## config.mk

```make
export PLATFORM = sky130hd
export DESIGN_NAME = calc_rx_sampler_flat
export DESIGN_NICKNAME = d
export VERILOG_FILES = /design/src/rtl/calc_rx_pkg.sv /design/src/rtl/calc_rx_if.sv /design/src/rtl/calc_rx_baud_tick.sv /design/src/rtl/calc_rx_sampler.sv /design/src/flat_wrapper.sv
export SDC_FILE = /design/constraint.sdc
export NUM_CORES = 1
export LEC_CHECK = 0
export CAP_MARGIN = 20
export CORE_AREA = 4 4 67 69
export DETAILED_ROUTE_END_ITERATION = 10
export DIE_AREA = 0 0 71 73
export GPL_ROUTABILITY_DRIVEN = 0
export PLACE_DENSITY = 0.8
export SETUP_SLACK_MARGIN = 0.1
export SLEW_MARGIN = 20
export SYNTH_ARGS = -nofsm -noshare
export SYNTH_HDL_FRONTEND = slang
export SYNTH_HIERARCHICAL = 1
export SYNTH_SLANG_ARGS = --single-unit
```

## constraint.sdc

```tcl
create_clock -name clk -period 3.56 [get_ports clk]
set_input_delay 0.712 -clock clk [delete_from_list [all_inputs] [get_ports clk]]
set_output_delay 0.712 -clock clk [all_outputs]
set_load 0.01 [all_outputs]
```

## src/rtl/calc_rx_pkg.sv

```systemverilog
// Shared types and constants for the calculator serial receive front end.
package calc_rx_pkg;

  typedef enum logic [2:0] {
    S_IDLE,
    S_START,
    S_DATA,
    S_STOP,
    S_CHECK
  } rx_state_e;

  localparam int OVS     = 16;
  localparam int FRAME_W = 10;

  // Sample-counter positions used to decide a bit (mid-bit and its neighbours).
  localparam logic [3:0] SMP_EARLY = 4'd7;
  localparam logic [3:0] SMP_MID   = 4'd8;
  localparam logic [3:0] SMP_LATE  = 4'd9;

  function automatic logic maj3(input logic a, input logic b, input logic c);
    return (a & b) | (a & c) | (b & c);
  endfunction

endpackage

```

## src/rtl/calc_rx_if.sv

```systemverilog
// Frame-register control and byte-delivery signals between the sampler and its neighbours.
interface calc_rx_if;
  import calc_rx_pkg::*;

  logic               ld3ff;
  logic               sh_en;
  logic               sh_si;
  logic [FRAME_W-1:0] frame;
  logic [7:0]         data;
  logic               valid;
  logic               ready;
  logic               frame_err;
  logic               overrun;

  // Byte handshake: data is held stable while valid is high; the byte is
  // consumed on a cycle with valid & ready, after which valid drops unless
  // a new byte is loaded in that same cycle.
  modport master (
    output ld3ff, sh_en, sh_si, data, valid, frame_err, overrun,
    input  frame, ready
  );

  modport slave (
    input  ld3ff, sh_en, sh_si, data, valid, frame_err, overrun,
    output frame, ready
  );

endinterface

```

## src/rtl/calc_rx_baud_tick.sv

```systemverilog
// Baud prescaler plus 16x oversample counter; both restart from zero on clr.
module rx_baud_tick
  import calc_rx_pkg::*;
#(
  parameter int BAUD_DIV = 27
) (
  input  logic       clk,
  input  logic       rst,
  input  logic       clr,
  input  logic       en,
  output logic       tick,
  output logic [3:0] scnt
);

  localparam logic [11:0] PMAX = 12'(BAUD_DIV - 1);
  localparam logic [3:0]  SMAX = 4'(OVS - 1);

  logic [11:0] pcnt_q, pcnt_d;
  logic [3:0]  scnt_q, scnt_d;

  always_comb begin
    pcnt_d = pcnt_q;
    scnt_d = scnt_q;
    tick   = 1'b0;
    if (clr) begin
      pcnt_d = '0;
      scnt_d = '0;
    end else if (en) begin
      if (pcnt_q == PMAX) begin
        pcnt_d = '0;
        tick   = 1'b1;
        scnt_d = (scnt_q == SMAX) ? 4'd0 : scnt_q + 4'd1;
      end else begin
        pcnt_d = pcnt_q + 12'd1;
      end
    end
  end

  always_ff @(posedge clk) begin
    if (rst) begin
      pcnt_q <= '0;
      scnt_q <= '0;
    end else begin
      pcnt_q <= pcnt_d;
      scnt_q <= scnt_d;
    end
  end

  assign scnt = scnt_q;

endmodule

```

## src/rtl/calc_rx_sampler.sv

```systemverilog
// 8N1 receive sampler driving an external 10-bit frame shift register.
// RX_MAJORITY_EN: decide each bit by 2-of-3 vote over sample counts 7/8/9.
module calc_rx_sampler
  import calc_rx_pkg::*;
#(
  parameter int BAUD_DIV = 27
) (
  input  logic       clk,
  input  logic       rst,
  input  logic       rxd,
  calc_rx_if.master  bus,
  output rx_state_e  dbg_state
);

  rx_state_e   state_q, state_d;
  logic [1:0]  sync_q, sync_d;
  logic        armed_q, armed_d;
  logic [3:0]  bcnt_q, bcnt_d;
  logic        smp_mid_q, smp_mid_d;
  logic        ld3ff_q, ld3ff_d;
  logic        sh_en_q, sh_en_d;
  logic        sh_si_q, sh_si_d;
  logic [7:0]  data_q, data_d;
  logic        valid_q, valid_d;
  logic        frame_err_q, frame_err_d;
  logic        overrun_q, overrun_d;

  logic        rxd_s;
  logic        tick;
  logic [3:0]  scnt;
  logic        tick_clr;
  logic        decide;
  logic        bit_val;
  logic        frame_ok;

  assign rxd_s    = sync_q[1];
  assign decide   = tick && (scnt == SMP_LATE);
  assign frame_ok = !bus.frame[0] && bus.frame[FRAME_W-1];

  rx_baud_tick #(.BAUD_DIV(BAUD_DIV)) u_tick (
    .clk  (clk),
    .rst  (rst),
    .clr  (tick_clr),
    .en   (state_q inside {S_START, S_DATA, S_STOP}),
    .tick (tick),
    .scnt (scnt)
  );

`ifdef RX_MAJORITY_EN
  logic smp_early_q, smp_early_d;
  assign smp_early_d = (tick && scnt == SMP_EARLY) ? rxd_s : smp_early_q;
  // The count-9 sample is the live synchronized value at the decision tick.
  assign bit_val = maj3(smp_early_q, smp_mid_q, rxd_s);
  always_ff @(posedge clk) begin
    if (rst) smp_early_q <= 1'b0;
    else     smp_early_q <= smp_early_d;
  end
`else
  assign bit_val = smp_mid_q;
`endif

  always_comb begin
    state_d     = state_q;
    sync_d      = {sync_q[0], rxd};
    armed_d     = armed_q;
    bcnt_d      = bcnt_q;
    smp_mid_d   = (tick && scnt == SMP_MID) ? rxd_s : smp_mid_q;
    ld3ff_d     = 1'b0;
    sh_en_d     = 1'b0;
    sh_si_d     = 1'b0;
    data_d      = data_q;
    valid_d     = valid_q & ~bus.ready;
    frame_err_d = 1'b0;
    overrun_d   = 1'b0;
    tick_clr    = 1'b0;
    unique case (state_q)
      S_IDLE: begin
        if (rxd_s) begin
          armed_d = 1'b1;
        end else if (armed_q) begin
          ld3ff_d  = 1'b1;
          tick_clr = 1'b1;
          state_d  = S_START;
        end
      end
      S_START: begin
        if (decide) begin
          if (bit_val) begin
            state_d = S_IDLE;
          end else begin
            sh_en_d = 1'b1;
            bcnt_d  = 4'd0;
            state_d = S_DATA;
          end
        end
      end
      S_DATA: begin
        if (decide) begin
          sh_en_d = 1'b1;
          sh_si_d = bit_val;
          bcnt_d  = bcnt_q + 4'd1;
          if (bcnt_q == 4'd7) state_d = S_STOP;
        end
      end
      S_STOP: begin
        // bcnt 9 marks the stop shift as issued; wait one cycle for the register.
        if (bcnt_q == 4'd9) begin
          state_d = S_CHECK;
        end else if (decide) begin
          sh_en_d = 1'b1;
          sh_si_d = bit_val;
          bcnt_d  = 4'd9;
        end
      end
      S_CHECK: begin
        armed_d = 1'b0;
        state_d = S_IDLE;
        if (!frame_ok) begin
          frame_err_d = 1'b1;
        end else if (!valid_q || bus.ready) begin
          data_d  = bus.frame[8:1];
          valid_d = 1'b1;
        end else begin
          overrun_d = 1'b1;
        end
      end
      default: state_d = S_IDLE;
    endcase
  end

  always_ff @(posedge clk) begin
    if (rst) begin
      state_q     <= S_IDLE;
      sync_q      <= 2'b11;
      armed_q     <= 1'b0;
      bcnt_q      <= 4'd0;
      smp_mid_q   <= 1'b0;
      ld3ff_q     <= 1'b0;
      sh_en_q     <= 1'b0;
      sh_si_q     <= 1'b0;
      data_q      <= 8'h00;
      valid_q     <= 1'b0;
      frame_err_q <= 1'b0;
      overrun_q   <= 1'b0;
    end else begin
      state_q     <= state_d;
      sync_q      <= sync_d;
      armed_q     <= armed_d;
      bcnt_q      <= bcnt_d;
      smp_mid_q   <= smp_mid_d;
      ld3ff_q     <= ld3ff_d;
      sh_en_q     <= sh_en_d;
      sh_si_q     <= sh_si_d;
      data_q      <= data_d;
      valid_q     <= valid_d;
      frame_err_q <= frame_err_d;
      overrun_q   <= overrun_d;
    end
  end

  assign bus.ld3ff     = ld3ff_q;
  assign bus.sh_en     = sh_en_q;
  assign bus.sh_si     = sh_si_q;
  assign bus.data      = data_q;
  assign bus.valid     = valid_q;
  assign bus.frame_err = frame_err_q;
  assign bus.overrun   = overrun_q;
  assign dbg_state     = state_q;

endmodule

```

## src/flat_wrapper.sv

```systemverilog
// flat-port wrapper written by rule: the top's interface ports become plain ports
module calc_rx_sampler_flat import calc_rx_pkg::*;
#(
  parameter int BAUD_DIV = 27
)
  (clk, rst, rxd, dbg_state, bus_ld3ff, bus_sh_en, bus_sh_si, bus_data, bus_valid, bus_frame_err, bus_overrun, bus_frame, bus_ready);
  calc_rx_if bus_i ();
  input  logic clk;
  input  logic rst;
  input  logic rxd;
  output rx_state_e dbg_state;
  output wire logic [$bits(bus_i.ld3ff)-1:0] bus_ld3ff;
  output wire logic [$bits(bus_i.sh_en)-1:0] bus_sh_en;
  output wire logic [$bits(bus_i.sh_si)-1:0] bus_sh_si;
  output wire logic [$bits(bus_i.data)-1:0] bus_data;
  output wire logic [$bits(bus_i.valid)-1:0] bus_valid;
  output wire logic [$bits(bus_i.frame_err)-1:0] bus_frame_err;
  output wire logic [$bits(bus_i.overrun)-1:0] bus_overrun;
  input wire logic [$bits(bus_i.frame)-1:0] bus_frame;
  input wire logic [$bits(bus_i.ready)-1:0] bus_ready;
  assign bus_ld3ff = bus_i.ld3ff;
  assign bus_sh_en = bus_i.sh_en;
  assign bus_sh_si = bus_i.sh_si;
  assign bus_data = bus_i.data;
  assign bus_valid = bus_i.valid;
  assign bus_frame_err = bus_i.frame_err;
  assign bus_overrun = bus_i.overrun;
  assign bus_i.frame = bus_frame;
  assign bus_i.ready = bus_ready;
  calc_rx_sampler #(.BAUD_DIV(BAUD_DIV)) u_core (.clk(clk), .rst(rst), .rxd(rxd), .bus(bus_i), .dbg_state(dbg_state));
endmodule
```

=== Word level (Yosys, flattened, before mapping) ===
Index checks and enable logic that the tools add are counted.

* Add/sub/neg operators: 3
* Eq/ne operators: 20
* Mux-type cells: 37
* Bitwise operators: 4
* Reduce and logical (&&, ||, !) cells: 17

{| class="wikitable"
|+ Operator list
! cell !! number
|-
| 4-bit two-way mux || 6
|-
| 1-bit two-way mux || 18
|-
| 3-bit two-way mux || 6
|-
| 4-bit equality test (second input constant) || 4
|-
| 12-bit by 1-bit adder with 12-bit output (second input constant) || 1
|-
| 12-bit by 5-bit equality test with 1-bit output (second input constant) || 1
|-
| 12-bit two-way mux || 1
|-
| 3-bit case mux with 4 select lines || 1
|-
| 4-bit case mux with 3 select lines || 1
|-
| 6-bit AND reduction || 2
|-
| 2-bit by 1-bit inequality test with 1-bit output (second input constant) || 5
|-
| 2-bit inequality test (second input constant) || 5
|-
| 4-bit by 1-bit adder with 4-bit output (second input constant) || 2
|-
| 3-bit by 2-bit equality test with 1-bit output (second input constant) || 2
|-
| 4-bit by 3-bit equality test with 1-bit output (second input constant) || 1
|-
| 1-bit case mux with 2 select lines || 2
|-
| 2-bit AND reduction || 2
|-
| 2-bit OR reduction || 2
|-
| 3-bit by 1-bit equality test with 1-bit output (second input constant) || 1
|-
| 3-bit equality test (second input constant) || 1
|-
| 1-bit logical AND || 3
|-
| 3-bit zero test || 1
|-
| 1-bit NOT || 3
|-
| 1-bit case mux with 3 select lines || 1
|-
| other kinds (8) || 9
|}

* Flip-flop bits (word level): 41
* Input port bits: 14
* Output and inout port bits: 17
* Logic and storage cells: 95

=== Depth between registers and ports, before layout ===
* Depth in word-level cells: 8
* Gate-level depth with buffers: 12
* Mapped depth without buffers: 9

=== Modules after synthesis ===
The synthesis kept the hierarchy.

{| class="wikitable"
|+ Modules (own cells, without submodules)
! module !! times used !! cells an instance !! area an instance (um^2) !! sequential area each (um^2)
|-
| calc_rx_sampler || 1 || 114 || 1114.8 || 500.5
|-
| rx_baud_tick || 1 || 87 || 757.0 || 320.3
|}

=== Worst setup path after synthesis ===
Ideal clock, no wire load.

* Kind: register -> register
* Start: reg u_core.state_q[1], in the netlist u_core/dbg_state[1]
* End: reg u_core.bcnt_q[3]
* Setup time: 0.137 ns
* Data arrival time: 2.637 ns
* Required time: 3.423 ns
* Slack: 0.785 ns
* Cell stages (with the launch flop): 13
* Path buffers: 3
* Clock period less this slack: 2.775 ns
* Path through: dfxtp_1 -> buf_4 -> nor2_4 -> nor2_1 -> clkbuf_1 -> nand3_1 -> or4_4 -> buf_6 -> nor2_1 -> and4bb_1 -> nand3_1 -> o31ai_1 -> a221oi_2

* Longest elaborated chain between the ends: 7
* Elaborated cells on any way between the ends: 16
* Classes of those cells: eq/ne (8); mux (4); reduce/logical (4)

{| class="wikitable"
|+ RTL lines
! element !! RTL line !! text
|-
| start, declared || calc_rx_sampler.sv:15 || <nowiki>rx_state_e state_q, state_d;</nowiki>
|-
| start signal, assigned || calc_rx_sampler.sv:146 || <nowiki>state_q <= state_d;</nowiki>
|-
| 3-bit by 1-bit equality test with 1-bit output or 3-bit by 2-bit equality test with 1-bit output (tied branches) || calc_rx_sampler.sv:44 || <nowiki>.en (state_q inside {S_START, S_DATA, S_STOP}),</nowiki>
|-
| 3-bit nonzero test || calc_rx_sampler.sv:44 ||
|-
| 1-bit two-way mux || calc_rx_baud_tick.sv:28 || <nowiki>end else if (en) begin</nowiki>
|-
| 1-bit two-way mux (*) || calc_rx_baud_tick.sv:25 || <nowiki>if (clr) begin</nowiki>
|-
| via u_core.tick || calc_rx_sampler.sv:29 || <nowiki>logic tick;</nowiki>
|-
| 1-bit logical AND (*) || calc_rx_sampler.sv:37 || <nowiki>assign decide = tick && (scnt == SMP_LATE);</nowiki>
|-
| 2-bit by 1-bit inequality test with 1-bit output (no line) || n/a ||
|-
| 6-bit AND reduction (no line) (*) || n/a ||
|-
| end signal, assigned || calc_rx_sampler.sv:149 || <nowiki>bcnt_q <= bcnt_d;</nowiki>
|-
| end, declared || calc_rx_sampler.sv:18 || <nowiki>logic [3:0] bcnt_q, bcnt_d;</nowiki>
|}

Mark *: on every way through the listed nets, which the timed path passes. The rest lies on a longest branch.
A chain may end at the register's enable or synchronous reset.

=== Final worst setup path ===
* Start: reg u_core.state_q[2], in the netlist u_core/dbg_state[2]
* End: reg u_core.bcnt_q[3]

The elaborated chain is that of the path after synthesis.

==> reports/results.txt <==
Result of the run -> complete, no violations
Total global routing track utilization -> 0.150
Final nets -> 253
First-pass GRT wire length -> 6130 µm
Final hold violation count -> 0
Synthesized cell area -> 1870 µm²
Endpoint arrival time on the critical path -> 2910 ps
Sequential cell area fraction in the yosys report -> 0.439
Switching pwr -> 184 µW
Worst path slowest cell -> or4_4
Number of buffers added to fix hold violations after cts -> 0
Number of register bits inferred by synthesis -> 41
Number of synthesized flops with an enable pin -> 0
Top-level port count -> 31
Slew @ Worst Pin -> 455 ps
Cell types occupying the most area after synthesis -> dfxtp_1, nor2_1, mux2i_1, xnor2_1, nor3_1
Effective utilization at floorplan -> 0.478
Post-DR vias/cell -> 5.34
Synthesized netlist net count -> 220
Critical Path Max Stage Delay -> 610 ps
Total Negative Setup Slacks -> 0 ps
Placed wire-length estimate after detailed placement -> 2480 µm
Count of TritonRoute iterations in the first routing pass -> 4
Hold depth -> 1
Post-CTS Setup Repair Bufs -> 0
Number of global-route vias before repair -> 1,369
Hold slack -> 418 ps
Category of the worst setup path launch point -> register
Count of standard-cell rows -> 23
Required time of the worst setup path -> 3740 ps
Congestion Overflow GR -> 0
Power density over the cells -> 402 nW/µm²
Clock period minus worst slack -> 2730 ps
Proportion of synthesized flip-flops having asynchronous set or reset -> 0
Count of antenna-violating nets left after detailed routing -> 0
Most common cell in the netlist -> dfxtp_1
Static power due to leakage -> 0.000901 µW
Top achievable clock speed -> 0.367 GHz
RSZ-0062 raised after global routing -> no
Dominant cell type by area after synthesis -> dfxtp_1
Minimum setup slack after placement -> 873 ps
Vias post-DR -> 1,523
Initial detailed-routing violation count -> 131
Synth warnings -> 6
Primary flip-flop cell chosen by synthesis mapping -> dfxtp_1
Max transition margin -> 0.696
Number of H-tree levels -> 2
DIE HEIGHT -> 73 µm
Clock buffers created by TritonCTS -> 5
Power after layout -> 945 µW
Unique masters post-synth -> 48
Worst-case clock skew -> 7.86 ps
Share of cells above drive strength 1 -> 0.0979
Final worst path period share -> 0.766
Area enclosed by the die boundary -> 5180 µm²
Number of standard cells after synthesis -> 201
Count of final setup violators -> 0
Detailed-route wire length -> 3580 µm
Mean post-synth cell area -> 9.31 µm²
Startpoint-to-endpoint class of the critical path -> reg2reg
Clk buf depth -> 2
Antenna violations before repair -> 0
Clock share of power -> 0.468
Number of instances resized during post-cts repair -> 0
Count of maximum capacitance violations -> 0
Core Footprint -> 3910 µm²
Largest fanout of any net on the critical path -> 13
Switching Fraction -> 0.195
Pins Over Slew Limit -> 0
Pin count of the biggest net entering global routing -> 28
Power Internal -> 761 µW
Count of clock tree sinks -> 41
Average wire per cell in the routed design -> 12.6 µm
Clk Tree Root Cell -> clkbuf_8
Die Span X -> 71 µm
Insertion delay of the later-clocked pin in the worst-skew pair -> 300 ps
Post-Route Utilization -> 0.600
Logic depth of the worst register-to-register path -> 9
Comb power frac -> 0.041
DRC violations left -> 0
Area grow syn2layout -> 25.5%
CP cell instances -> nor2_1 > buf_4 > nand3_1 > or4_4 > nor2_1 > and4bb_1 > nand3_1 > o31ai_1 > a221oi_2
Port-buffer cells -> 30
Kind of capture point of the worst setup path -> register
Top cell type's share of synthesized area -> 0.439
Clock tree from TritonCTS -> done
Largest vdd supply drop -> 0.000339 V
Post-synth top cells -> dfxtp_1, nor2_1, nor3_1, mux2i_1, nand3_1
Class of the tightest hold or removal check -> reg2reg
Diodes inserted -> 0
Clock transition at the registers of the reported paths -> 80 ps
Part of the power in registers -> 0.491
Post-route setup slack -> 833 ps
==> layer usage <==
| layer | global-route usage | part of all wire |
|---|---|---|
| met4 | 0.0772 | 0.018 |
| met5 | 0 | 0 |
| met3 | 0.0565 | 0.061 |
| met2 | 0.230 | 0.47 |
| met1 | 0.184 | 0.45 |
==> per-stage QoR <==
step | instances | instance area, µm²
floorplan | 201 | 1870
global placement | 277 | 2210
CTS | 285 | 2350
finish | 285 | 2350
detailed placement | 277 | 2210
global route | 285 | 2350
==> flip-flops by register name, summed over array words and instances, names as in the netlist <==
register	count
u_core/bus.frame_err	1
u_core/u_tick/pcnt_q	12
u_core/bus.data	8
u_core/armed_q	1
u_core/bus.overrun	1
u_core/bus.sh_si	1
u_core/bus.ld3ff	1
u_core/sync_q	2
u_core/bus.valid	1
u_core/dbg_state	3
u_core/bus.sh_en	1
u_core/bit_val	1
u_core/bcnt_q	4
u_core/u_tick/scnt	4
==> worst max-delay path, delay by kind of cell (launching register included) <==
family / cells / cell delay [ps]
AND/OR/NAND/NOR: 6 / 1570
flip-flops: 1 / 460
buffers and inverters: 1 / 150
AO/OA/AOI/OAI: 2 / 430
==> cell type report <==
| type | instances | area (µm²) |
|---|---|---|
| Clock buffer | 5 | 68.8 |
| Clock inverter | 3 | 65.1 |
| Fill cell | 360 | 1570 |
| Inverter | 8 | 30.0 |
| Multi-Input combinational cell | 144 | 971 |
| Sequential cell | 41 | 821 |
| Tap cell | 50 | 62.6 |
| Timing Repair Buffer | 34 | 330 |
==> worst paths after layout <==
kind              slack [ps]                        startpoint                            end
setup / recovery         830  u_core/dbg_state[2]$_SDFFE_PP0P_  u_core/bcnt_q[3]$_SDFFE_PP0P_
hold reg to reg          420       u_core/sync_q[0]$_SDFF_PP1_    u_core/sync_q[1]$_SDFF_PP1_
setup reg to reg         830  u_core/dbg_state[2]$_SDFFE_PP0P_  u_core/bcnt_q[3]$_SDFFE_PP0P_
hold / removal           420       u_core/sync_q[0]$_SDFF_PP1_    u_core/sync_q[1]$_SDFF_PP1_
==> logic make-up (layout without fill, tap and decap cells) <==
| group | count (synthesis) | in the layout | share of synthesized area |
|---|---|---|---|
| adder cells (fa/ha/maj) | 5 | 5 | 0.0334 |
| flip-flops | 41 | 41 | 0.439 |
| buffers and inverters | 16 | 50 | 0.0428 |
| AND/OR/NAND/NOR | 89 | 89 | 0.268 |
| XOR/XNOR | 11 | 11 | 0.0515 |
| multiplexers | 10 | 10 | 0.0535 |
| AO/OA/AOI/OAI | 29 | 29 | 0.112 |
==> power groups by stage <==
stage	Sequential, µW	Clock [µW]	Combinational (µW)
5_1_grt	465	473	41.7
2_1_floorplan	474	0	18.3
4_1_cts	464	455	38.5
6_report	464	442	38.3
3_3_place_gp	475	0	38.5
3_5_place_dp	475	0	38.3
==> layout by cell type (no fill, tap or decap), types with 4 or more instances in the layout <==
cell type,instances
nor3_1,13
o21ai_0,6
a21oi_1,8
clkbuf_8,5
nor2_1,28
nand3_1,10
nand2_1,8
clkdlybuf4s50_1,30
nand4_1,5
inv_1,8
mux2i_1,10
xnor2_1,8
buf_4,4
dfxtp_1,41
ha_1,5
Note: power is estimated with default switching activity, not from simulation.
